## src/rtl/ita_hwpe_package.sv

```systemverilog
// rtl/ita_hwpe_package.sv - shared types for the ITA HWPE streamer address generators
package ita_hwpe_package;

    localparam int unsigned ITA_AW = 32;
    localparam int unsigned ITA_CW = 32;

    typedef enum logic {
        AG_IDLE = 1'b0,
        AG_RUN  = 1'b1
    } addressgen_state_e;

    typedef struct packed {
        logic [ITA_AW-1:0] base_addr;
        logic [ITA_CW-1:0] tot_len;
        logic [ITA_AW-1:0] d0_stride;
        logic [ITA_CW-1:0] d0_len;
        logic [ITA_AW-1:0] d1_stride;
        logic [ITA_CW-1:0] d1_len;
        logic [ITA_AW-1:0] d2_stride;
        logic [1:0]        dim_enable_1h;
    } addressgen_ctrl_t;

    typedef struct packed {
        logic ready_start;
        logic done;
    } addressgen_flags_t;

    // Only 2'b00 selects the plain 1D walk; every other encoding runs the 2D pattern.
    function automatic logic dim_is_2d(input logic [1:0] dim_enable_1h);
        return dim_enable_1h != 2'b00;
    endfunction

endpackage

```

## src/rtl/ita_stream_addrgen.sv

```systemverilog
// rtl/ita_stream_addrgen.sv - 1D/2D word address generator for one ITA stream port
module ita_stream_addrgen
    import ita_hwpe_package::*;
#(
    parameter int unsigned AW = 32,
    parameter int unsigned CW = 32
) (
    input  logic          clk_i,
    input  logic          rst_ni,
    input  logic          clear_i,
    input  logic          start_i,
    input  logic [AW-1:0] base_addr_i,
    input  logic [CW-1:0] tot_len_i,
    input  logic [AW-1:0] d0_stride_i,
    input  logic [CW-1:0] d0_len_i,
    input  logic [AW-1:0] d1_stride_i,
    input  logic [CW-1:0] d1_len_i,
    input  logic [1:0]    dim_enable_1h_i,
    output logic [AW-1:0] addr_o,
    output logic          addr_valid_o,
    input  logic          addr_ready_i,
    output logic          ready_start_o,
    output logic          done_o,
    output logic          busy_o
);

    addressgen_state_e state_q, state_d;

    // Latched job configuration; lengths are kept as "last index" so a zero length behaves as one.
    logic [AW-1:0] base_q, base_d;
    logic [CW-1:0] tot_last_q, tot_last_d;
    logic [AW-1:0] d0_stride_q, d0_stride_d;
    logic [CW-1:0] d0_last_q, d0_last_d;
    logic [AW-1:0] d1_stride_q, d1_stride_d;
    logic [CW-1:0] d1_last_q, d1_last_d;
    logic          two_d_q, two_d_d;

    // Walk state: beat index, per-dimension counters and accumulated offsets.
    logic [CW-1:0] beat_q, beat_d;
    logic [CW-1:0] d0_cnt_q, d0_cnt_d;
    logic [CW-1:0] d1_cnt_q, d1_cnt_d;
    logic [AW-1:0] d0_off_q, d0_off_d;
    logic [AW-1:0] d1_off_q, d1_off_d;

    logic [AW-1:0] addr_q, addr_d;
    logic          valid_q, valid_d;
    logic          done_q, done_d;

    logic              handshake;
    addressgen_flags_t flags;

    assign handshake = valid_q & addr_ready_i;

    // Next-state, configuration latch and offset accumulation.
    always_comb begin
        state_d     = state_q;
        base_d      = base_q;
        tot_last_d  = tot_last_q;
        d0_stride_d = d0_stride_q;
        d0_last_d   = d0_last_q;
        d1_stride_d = d1_stride_q;
        d1_last_d   = d1_last_q;
        two_d_d     = two_d_q;
        beat_d      = beat_q;
        d0_cnt_d    = d0_cnt_q;
        d1_cnt_d    = d1_cnt_q;
        d0_off_d    = d0_off_q;
        d1_off_d    = d1_off_q;
        addr_d      = addr_q;
        valid_d     = valid_q;
        done_d      = 1'b0;

        if (clear_i) begin
            state_d  = AG_IDLE;
            valid_d  = 1'b0;
            beat_d   = '0;
            d0_cnt_d = '0;
            d1_cnt_d = '0;
            d0_off_d = '0;
            d1_off_d = '0;
            addr_d   = '0;
        end else begin
            case (state_q)
                AG_IDLE: begin
                    if (start_i) begin
                        base_d      = base_addr_i;
                        tot_last_d  = tot_len_i - 1'b1;
                        d0_stride_d = d0_stride_i;
                        d0_last_d   = (d0_len_i == '0) ? '0 : d0_len_i - 1'b1;
                        d1_stride_d = d1_stride_i;
                        d1_last_d   = (d1_len_i == '0) ? '0 : d1_len_i - 1'b1;
                        two_d_d     = dim_is_2d(dim_enable_1h_i);
                        beat_d      = '0;
                        d0_cnt_d    = '0;
                        d1_cnt_d    = '0;
                        d0_off_d    = '0;
                        d1_off_d    = '0;
                        if (tot_len_i == '0) begin
                            done_d = 1'b1;
                        end else begin
                            state_d = AG_RUN;
                            valid_d = 1'b1;
                            addr_d  = base_addr_i;
                        end
                    end
                end
                AG_RUN: begin
                    if (handshake) begin
                        if (beat_q == tot_last_q) begin
                            state_d = AG_IDLE;
                            valid_d = 1'b0;
                            done_d  = 1'b1;
                        end else begin
                            beat_d = beat_q + 1'b1;
                            if (!two_d_q) begin
                                d0_off_d = d0_off_q + d0_stride_q;
                            end else if (d0_cnt_q == d0_last_q) begin
                                d0_cnt_d = '0;
                                d0_off_d = '0;
                                if (d1_cnt_q == d1_last_q) begin
                                    d1_cnt_d = '0;
                                    d1_off_d = '0;
                                end else begin
                                    d1_cnt_d = d1_cnt_q + 1'b1;
                                    d1_off_d = d1_off_q + d1_stride_q;
                                end
                            end else begin
                                d0_cnt_d = d0_cnt_q + 1'b1;
                                d0_off_d = d0_off_q + d0_stride_q;
                            end
                            addr_d = base_q + d1_off_d + d0_off_d;
                        end
                    end
                end
                default: begin
                    state_d = AG_IDLE;
                    valid_d = 1'b0;
                end
            endcase
        end
    end

    // State, configuration and walk registers.
    always_ff @(posedge clk_i or negedge rst_ni) begin
        if (!rst_ni) begin
            state_q     <= AG_IDLE;
            base_q      <= '0;
            tot_last_q  <= '0;
            d0_stride_q <= '0;
            d0_last_q   <= '0;
            d1_stride_q <= '0;
            d1_last_q   <= '0;
            two_d_q     <= 1'b0;
            beat_q      <= '0;
            d0_cnt_q    <= '0;
            d1_cnt_q    <= '0;
            d0_off_q    <= '0;
            d1_off_q    <= '0;
            addr_q      <= '0;
            valid_q     <= 1'b0;
            done_q      <= 1'b0;
        end else begin
            state_q     <= state_d;
            base_q      <= base_d;
            tot_last_q  <= tot_last_d;
            d0_stride_q <= d0_stride_d;
            d0_last_q   <= d0_last_d;
            d1_stride_q <= d1_stride_d;
            d1_last_q   <= d1_last_d;
            two_d_q     <= two_d_d;
            beat_q      <= beat_d;
            d0_cnt_q    <= d0_cnt_d;
            d1_cnt_q    <= d1_cnt_d;
            d0_off_q    <= d0_off_d;
            d1_off_q    <= d1_off_d;
            addr_q      <= addr_d;
            valid_q     <= valid_d;
            done_q      <= done_d;
        end
    end

    assign flags.ready_start = (state_q == AG_IDLE);
    assign flags.done        = done_q;

    assign addr_o        = addr_q;
    assign addr_valid_o  = valid_q;
    assign ready_start_o = flags.ready_start;
    assign done_o        = flags.done;
    assign busy_o        = (state_q == AG_RUN);

endmodule

```

## config.mk

```make
export PLATFORM = sky130hd
export DESIGN_NAME = ita_stream_addrgen
export DESIGN_NICKNAME = d
export VERILOG_FILES = /design/src/rtl/ita_hwpe_package.sv /design/src/rtl/ita_stream_addrgen.sv
export SDC_FILE = /design/constraint.sdc
export NUM_CORES = 1
export LEC_CHECK = 0
export ABC_AREA = 1
export CAP_MARGIN = 20
export CORE_UTILIZATION = 40
export CTS_CLUSTER_SIZE = 28
export DETAILED_ROUTE_END_ITERATION = 16
export PLACE_DENSITY = 0.6
export SLEW_MARGIN = 30
export SYNTH_ARGS = -nofsm -noshare
export SYNTH_HDL_FRONTEND = slang
export SYNTH_SLANG_ARGS = --single-unit
```

## constraint.sdc

```tcl
create_clock -name clk_i -period 7.9 [get_ports clk_i]
set_input_delay 0.79 -clock clk_i [delete_from_list [all_inputs] [get_ports clk_i]]
set_output_delay 0.79 -clock clk_i [all_outputs]
set_load 0.01 [all_outputs]
```

Word level (Yosys, flattened, before mapping)
Index checks and enable logic that the tools add are counted.
W data, S select, Z words.

storage, ports and cells
  input bits = 199
  word-level logic and storage cells = 114
  output and inout bits = 36
  bits in registers = 388

operators by class
  reductions and logical operators = 10
  bitwise logic cells = 3
  equal/unequal tests = 10
  muxes and demuxes = 65
  add/subtract/negate cells = 10

operators by type and width
  cell                     number
  $mux W32                 41
  $pmux W32 S2             6
  $add A32 B32 Y32         4
  $add A32 B1 Y32 const B  3
  $eq A32 B32 Y1           3
  $logic_not A32 Y1        3
  $sub A32 B1 Y32 const B  3
  $mux W1                  15
  $ne A3 B2 Y1 const B     4
  $reduce_and A4 Y1        3
  $ne A3 B3 Y1 const B     3
  $pmux W1 S2              3
  $reduce_and A3 Y1        2
  $reduce_and A5 Y1        1
  $not A1 Y1               2
  $reduce_bool A2 Y1       1
  $and A1 B1 Y1            1

Longest topological paths before layout
  word-level depth = 14
  mapped depth = 33
  gate-level depth less buffers = 33

Worst setup path before layout
OpenSTA, ideal clock, no wires.

  kind = register -> register
  start point = register d0_stride_q[0]
  end point = register addr_q[27] (netlist: addr_o[27])
  data required time = 7823 ps
  cell stages (with the launch flop) = 25
  arrival = 4098 ps
  setup time = 77 ps
  buffers on the path = 0
  setup slack = 3725 ps
  period minus slack after synthesis = 4175 ps
  cells stage by stage = dfrtp_1 ha_1 inv_1 fa_1 or2_2 o21ai_1 a21oi_1 o21bai_2 a21oi_1 or2_2 nand3_1 fa_1 inv_1 ha_1 a21oi_1 o21ai_0 a21oi_1 o21ai_0 a21boi_0 o21ai_1 nand2_1 nand2_1 nand2_1 nand3_1 a21oi_1

between the ends
  longest elaborated chain between the ends = 12

ends and longest elaborated chain
  item                    line                                                  source
  start, declared         ita_stream_addrgen.sv:32                              logic [AW-1:0] d0_stride_q, d0_stride_d;
  start signal, assigned  ita_stream_addrgen.sv:166                             d0_stride_q <= d0_stride_d;
  $add A32 B32 Y32 *      ita_stream_addrgen.sv:116, ita_stream_addrgen.sv:129
  $mux W32                ita_stream_addrgen.sv:117                             end else if (d0_cnt_q == d0_last_q) begin
  $mux W32 *              ita_stream_addrgen.sv:115                             if (!two_d_q) begin
  $mux W32 *              ita_stream_addrgen.sv:109                             if (beat_q == tot_last_q) begin
  $mux W32 *              ita_stream_addrgen.sv:108                             if (handshake) begin
  $mux W32 *              ita_stream_addrgen.sv:83                              case (state_q)
  $mux W32 *              ita_stream_addrgen.sv:73                              if (clear_i) begin
  $add A32 B32 Y32 *      ita_stream_addrgen.sv:131                             addr_d = base_q + d1_off_d + d0_off_d;
  $mux W32 *              ita_stream_addrgen.sv:109
  $mux W32 *              ita_stream_addrgen.sv:108
  $pmux W32 S2 *          ita_stream_addrgen.sv:83
  $mux W32 *              ita_stream_addrgen.sv:73
  end signal, assigned    ita_stream_addrgen.sv:176                             addr_q <= addr_d;
  end, declared           ita_stream_addrgen.sv:45                              logic [AW-1:0] addr_q, addr_d;

Mark *: on every way between the ends. The rest lies on a longest branch, timed or not. The select of a mux whose other input is x is not followed.
A chain may end at the register's enable or synchronous reset.

Worst setup path in the final report
  start point = register d1_cnt_q[7]
  end point = register addr_q[27] (netlist: addr_o[27])

between the ends
  longest elaborated chain between the ends = 14

ends and longest elaborated chain
  item                            line                       source
  start, declared                 ita_stream_addrgen.sv:41   logic [CW-1:0] d1_cnt_q, d1_cnt_d;
  start signal, assigned          ita_stream_addrgen.sv:173  d1_cnt_q <= d1_cnt_d;
  $eq A32 B32 Y1                  ita_stream_addrgen.sv:120  if (d1_cnt_q == d1_last_q) begin
  $mux W32                        ita_stream_addrgen.sv:120
  $mux W32                        ita_stream_addrgen.sv:117
  $mux W32                        ita_stream_addrgen.sv:115
  $mux W32                        ita_stream_addrgen.sv:109
  $mux W32                        ita_stream_addrgen.sv:108
  $mux W32                        ita_stream_addrgen.sv:83
  $mux W32                        ita_stream_addrgen.sv:73
  $add A32 B32 Y32 (2 in series)  ita_stream_addrgen.sv:131
  $mux W32                        ita_stream_addrgen.sv:109
  $mux W32                        ita_stream_addrgen.sv:108
  $pmux W32 S2                    ita_stream_addrgen.sv:83
  $mux W32                        ita_stream_addrgen.sv:73

Every way passes these cells. The select of a mux whose other input is x is not followed.

==> reports/qor.csv <==
stage,metric,value,unit
status,status,completed,
routing,routed wire length,88700,um
layout,Fill cells,6850,
timing,Final Skew,0.0291,ns
synthesis,Synth area leaders,"dfrtp_1 (35%), nand2_1 (15%), inv_1 (5.7%)",
routing,Starting DRT DRC Count,1717,
floorplan,IO Pins,235,
layout,"most common cell after layout, fill and taps aside",nand2_1,
layout,diode count,0,
critical_path,CP bufs+invs,5,
timing,RSZ-0062 raised after global routing,false,
synthesis,Yosys cell types,67,
hold_path,Hold Crit Class,primary input to async pin,
global_routing,gr ovfl total,0,
synthesis,register area share after synthesis,35.3,%
synthesis,Syn Nets,4175,
cts,postcts setup bufs,0,
layout,nets,4350,
timing,ratio of final minimum period to clock period,69.4,%
routing,vias per cell,5.18,
placed_design,area post-placement,0.0305,mm2
floorplan,Initial Util,40.7,%
placed_design,number of port buffers,234,
timing,slew margin rel.,36.3,%
cts,CTS H-tree lvls,2,
layout,most frequent cells in the layout,"nand2_1 (1077), inv_1 (413), dfrtp_1 (387), nor2_1 (375), o21ai_0 (290)",
critical_path,critical path class,flop to flop,
critical_path,CP max-delay cell,nor2_4,
timing,Fin. Hold Viols,0,
timing,Worst Max-Slew Pin Slew,0.956,ns
pwr,worst ir drop on vdd,138,uV
routing,drt first pass iters,6,
timing,Max Slew Vio Count,0,
cts,total CTS buffers,47,
timing,fmax,182,MHz
pwr,Power Dens Cells,201,mW/mm2
critical_path,Critical Path AT,6.00,ns
critical_path,Crit. End Element,flop,
global_routing,first-pass GRT wire length,140000,um
synthesis,share of flip-flops with an asynchronous set or reset,100,%
synthesis,Avg Inst Size Synth,7.16,um2
synthesis,most used flip-flop cell after synthesis,dfrtp_1,
floorplan,DIE WIDTH,264,um
layout,area of the multi-input gates,0.0156,mm2
synthesis,cells after synthesis,3844,
global_routing,vias in the first global route,24800,
timing,Final min period,5.48,ns
layout,layout cells sized above 1,4.72,%
cts,Clock Tree Root,clkbuf_16,
layout,area grow syn2layout,16.9,%
floorplan,Rows,95,
critical_path,Critical Path RT,8.42,ns
global_routing,GRT Total Usage,25.4,%
critical_path,cell family with most CP delay,simple AND/OR/NAND/NOR gates,
timing,fin worst setup slack,2.42,ns
layout,Final Util,47.5,%
routing,Post-route DRC,0,
cts,CTS tree,built,
critical_path,Worst Setup Start Kind,flop,
synthesis,Seq cells post-synth,388,
placed_design,gp weighted congestion,0.957,
layout,storage element area,0.00971,mm2
synthesis,area of the mapped netlist,0.0275,mm2
synthesis,yosys warns,0,
cts,clk sink count,388,
global_routing,largest net degree at the start of global routing,153,
cts,CTS Hold Buffers Added,0,
timing,setup TNS,0,ns
cts,Clock Latency Late Sink,0.61,ns
placed_design,Setup WS pre-CTS,2.46,ns
pwr,leakage power,14.6,nW
critical_path,CP Max Fanout,26,
synthesis,Post-synth EDFFs,0,
job,# Max-Cap Violations,0,
layout,finished layout cell area,0.0322,mm2
placed_design,HPWL after DPL,67100,um
timing,WHS,0.0465,ns
cts,deepest clock path buffer count,3,
routing,via count,25500,
critical_path,CP max stage delay,0.63,ns
synthesis,leading area contributor after synthesis,dfrtp_1,
routing,Wirelength per Cell,18.0,um
global_routing,initial antenna violation count,7,
cts,"CTS clk-pin slew, worst paths",0.06,ns
cts,Post-CTS Resized,0,
floorplan,Die H,264,um
floorplan,Die ar.,0.0698,mm2
floorplan,Core Footprint,0.0676,mm2
routing,post-route ant nets,0,
synthesis,top-area cell type share of the netlist area,35.3,%
timing,final setup vio count,0,
==> area by class of cell <==
cell class / instances / share of cell area, %
Multi-Input combinational cell: 2897 / 48.5
Sequential cell: 388 / 30.2
Timing Repair Buffer: 252 / 7.97
Inverter: 433 / 5.07
Clock buffer: 67 / 4.33
Tap cell: 873 / 3.40
Clock inverter: 13 / 0.584
==> synth_stat cells, types with 10 or more instances <==
master	n
buf_2	37
nand4_1	45
or2_2	23
o21ai_0	290
nor3_1	94
inv_2	16
inv_1	414
xnor2_1	112
xor2_1	134
o21ai_1	44
ha_1	98
fa_1	34
a31oi_1	25
o22ai_1	39
o21bai_1	17
buf_1	10
nand3_1	155
a22oi_1	13
nor2_1	377
a21o_1	16
buf_4	10
clkbuf_1	62
a21oi_1	154
nand2_1	1080
nor2_2	11
dfrtp_1	388
nor4_1	43
==> report_power, final <==
part	internal [W]	total (W)	switching [W]
logic	0.000673	0.00184	0.00117
clock network	0.00135	0.00226	0.000907
registers	0.00220	0.00238	0.000177
==> cell families after synthesis <==
family / synth area share, %
xor+xnor: 7.83
buf+inv: 8.11
simple gates: 29.2
compound gates: 12.7
flops: 35.3
fa+ha+maj: 6.93
==> metrics by stage <==
step,instances,power (W)
after floorplan,3844,0.00352
after CTS,4921,0.00652
final,4923,0.00648
after global routing,4923,0.00686
after detailed placement,4841,0.00423
after global placement,4841,0.00423
==> final timing paths <==
kind,slack (ns),from,end,cells past startpoint
max,2.42,d1_cnt_q[7]$_DFFE_PN0P_,addr_o[27]$_DFFE_PN0P_,27
min,0.05,rst_ni,d0_stride_q[8]$_DFFE_PN0P_,1
max reg2reg,2.42,d1_cnt_q[7]$_DFFE_PN0P_,addr_o[27]$_DFFE_PN0P_,27
min reg2reg,0.49,d0_off_q[30]$_DFFE_PN0P_,d0_off_q[30]$_DFFE_PN0P_,2
max in group asynchronous,6.67,rst_ni,d0_cnt_q[12]$_DFFE_PN0P_,3
min in group clk_i,0.49,d0_off_q[30]$_DFFE_PN0P_,d0_off_q[30]$_DFFE_PN0P_,2
==> routing by layer <==
| layer | global-route usage [%] | share of wire (%) | wire length, um | vias up |
|---|---|---|---|---|
| li1 | - | - | - | 12800 |
| met1 | 34.7 | 45 | 40300 | 11800 |
| met2 | 40.5 | 45 | 39800 | 661 |
| met3 | 4.24 | 6.0 | 5300 | 145 |
| met4 | 9.33 | 3.6 | 3230 | 14 |
| met5 | 0 | 0.095 | 84 | - |
No activity file was read; power rests on OpenSTA's default activity.
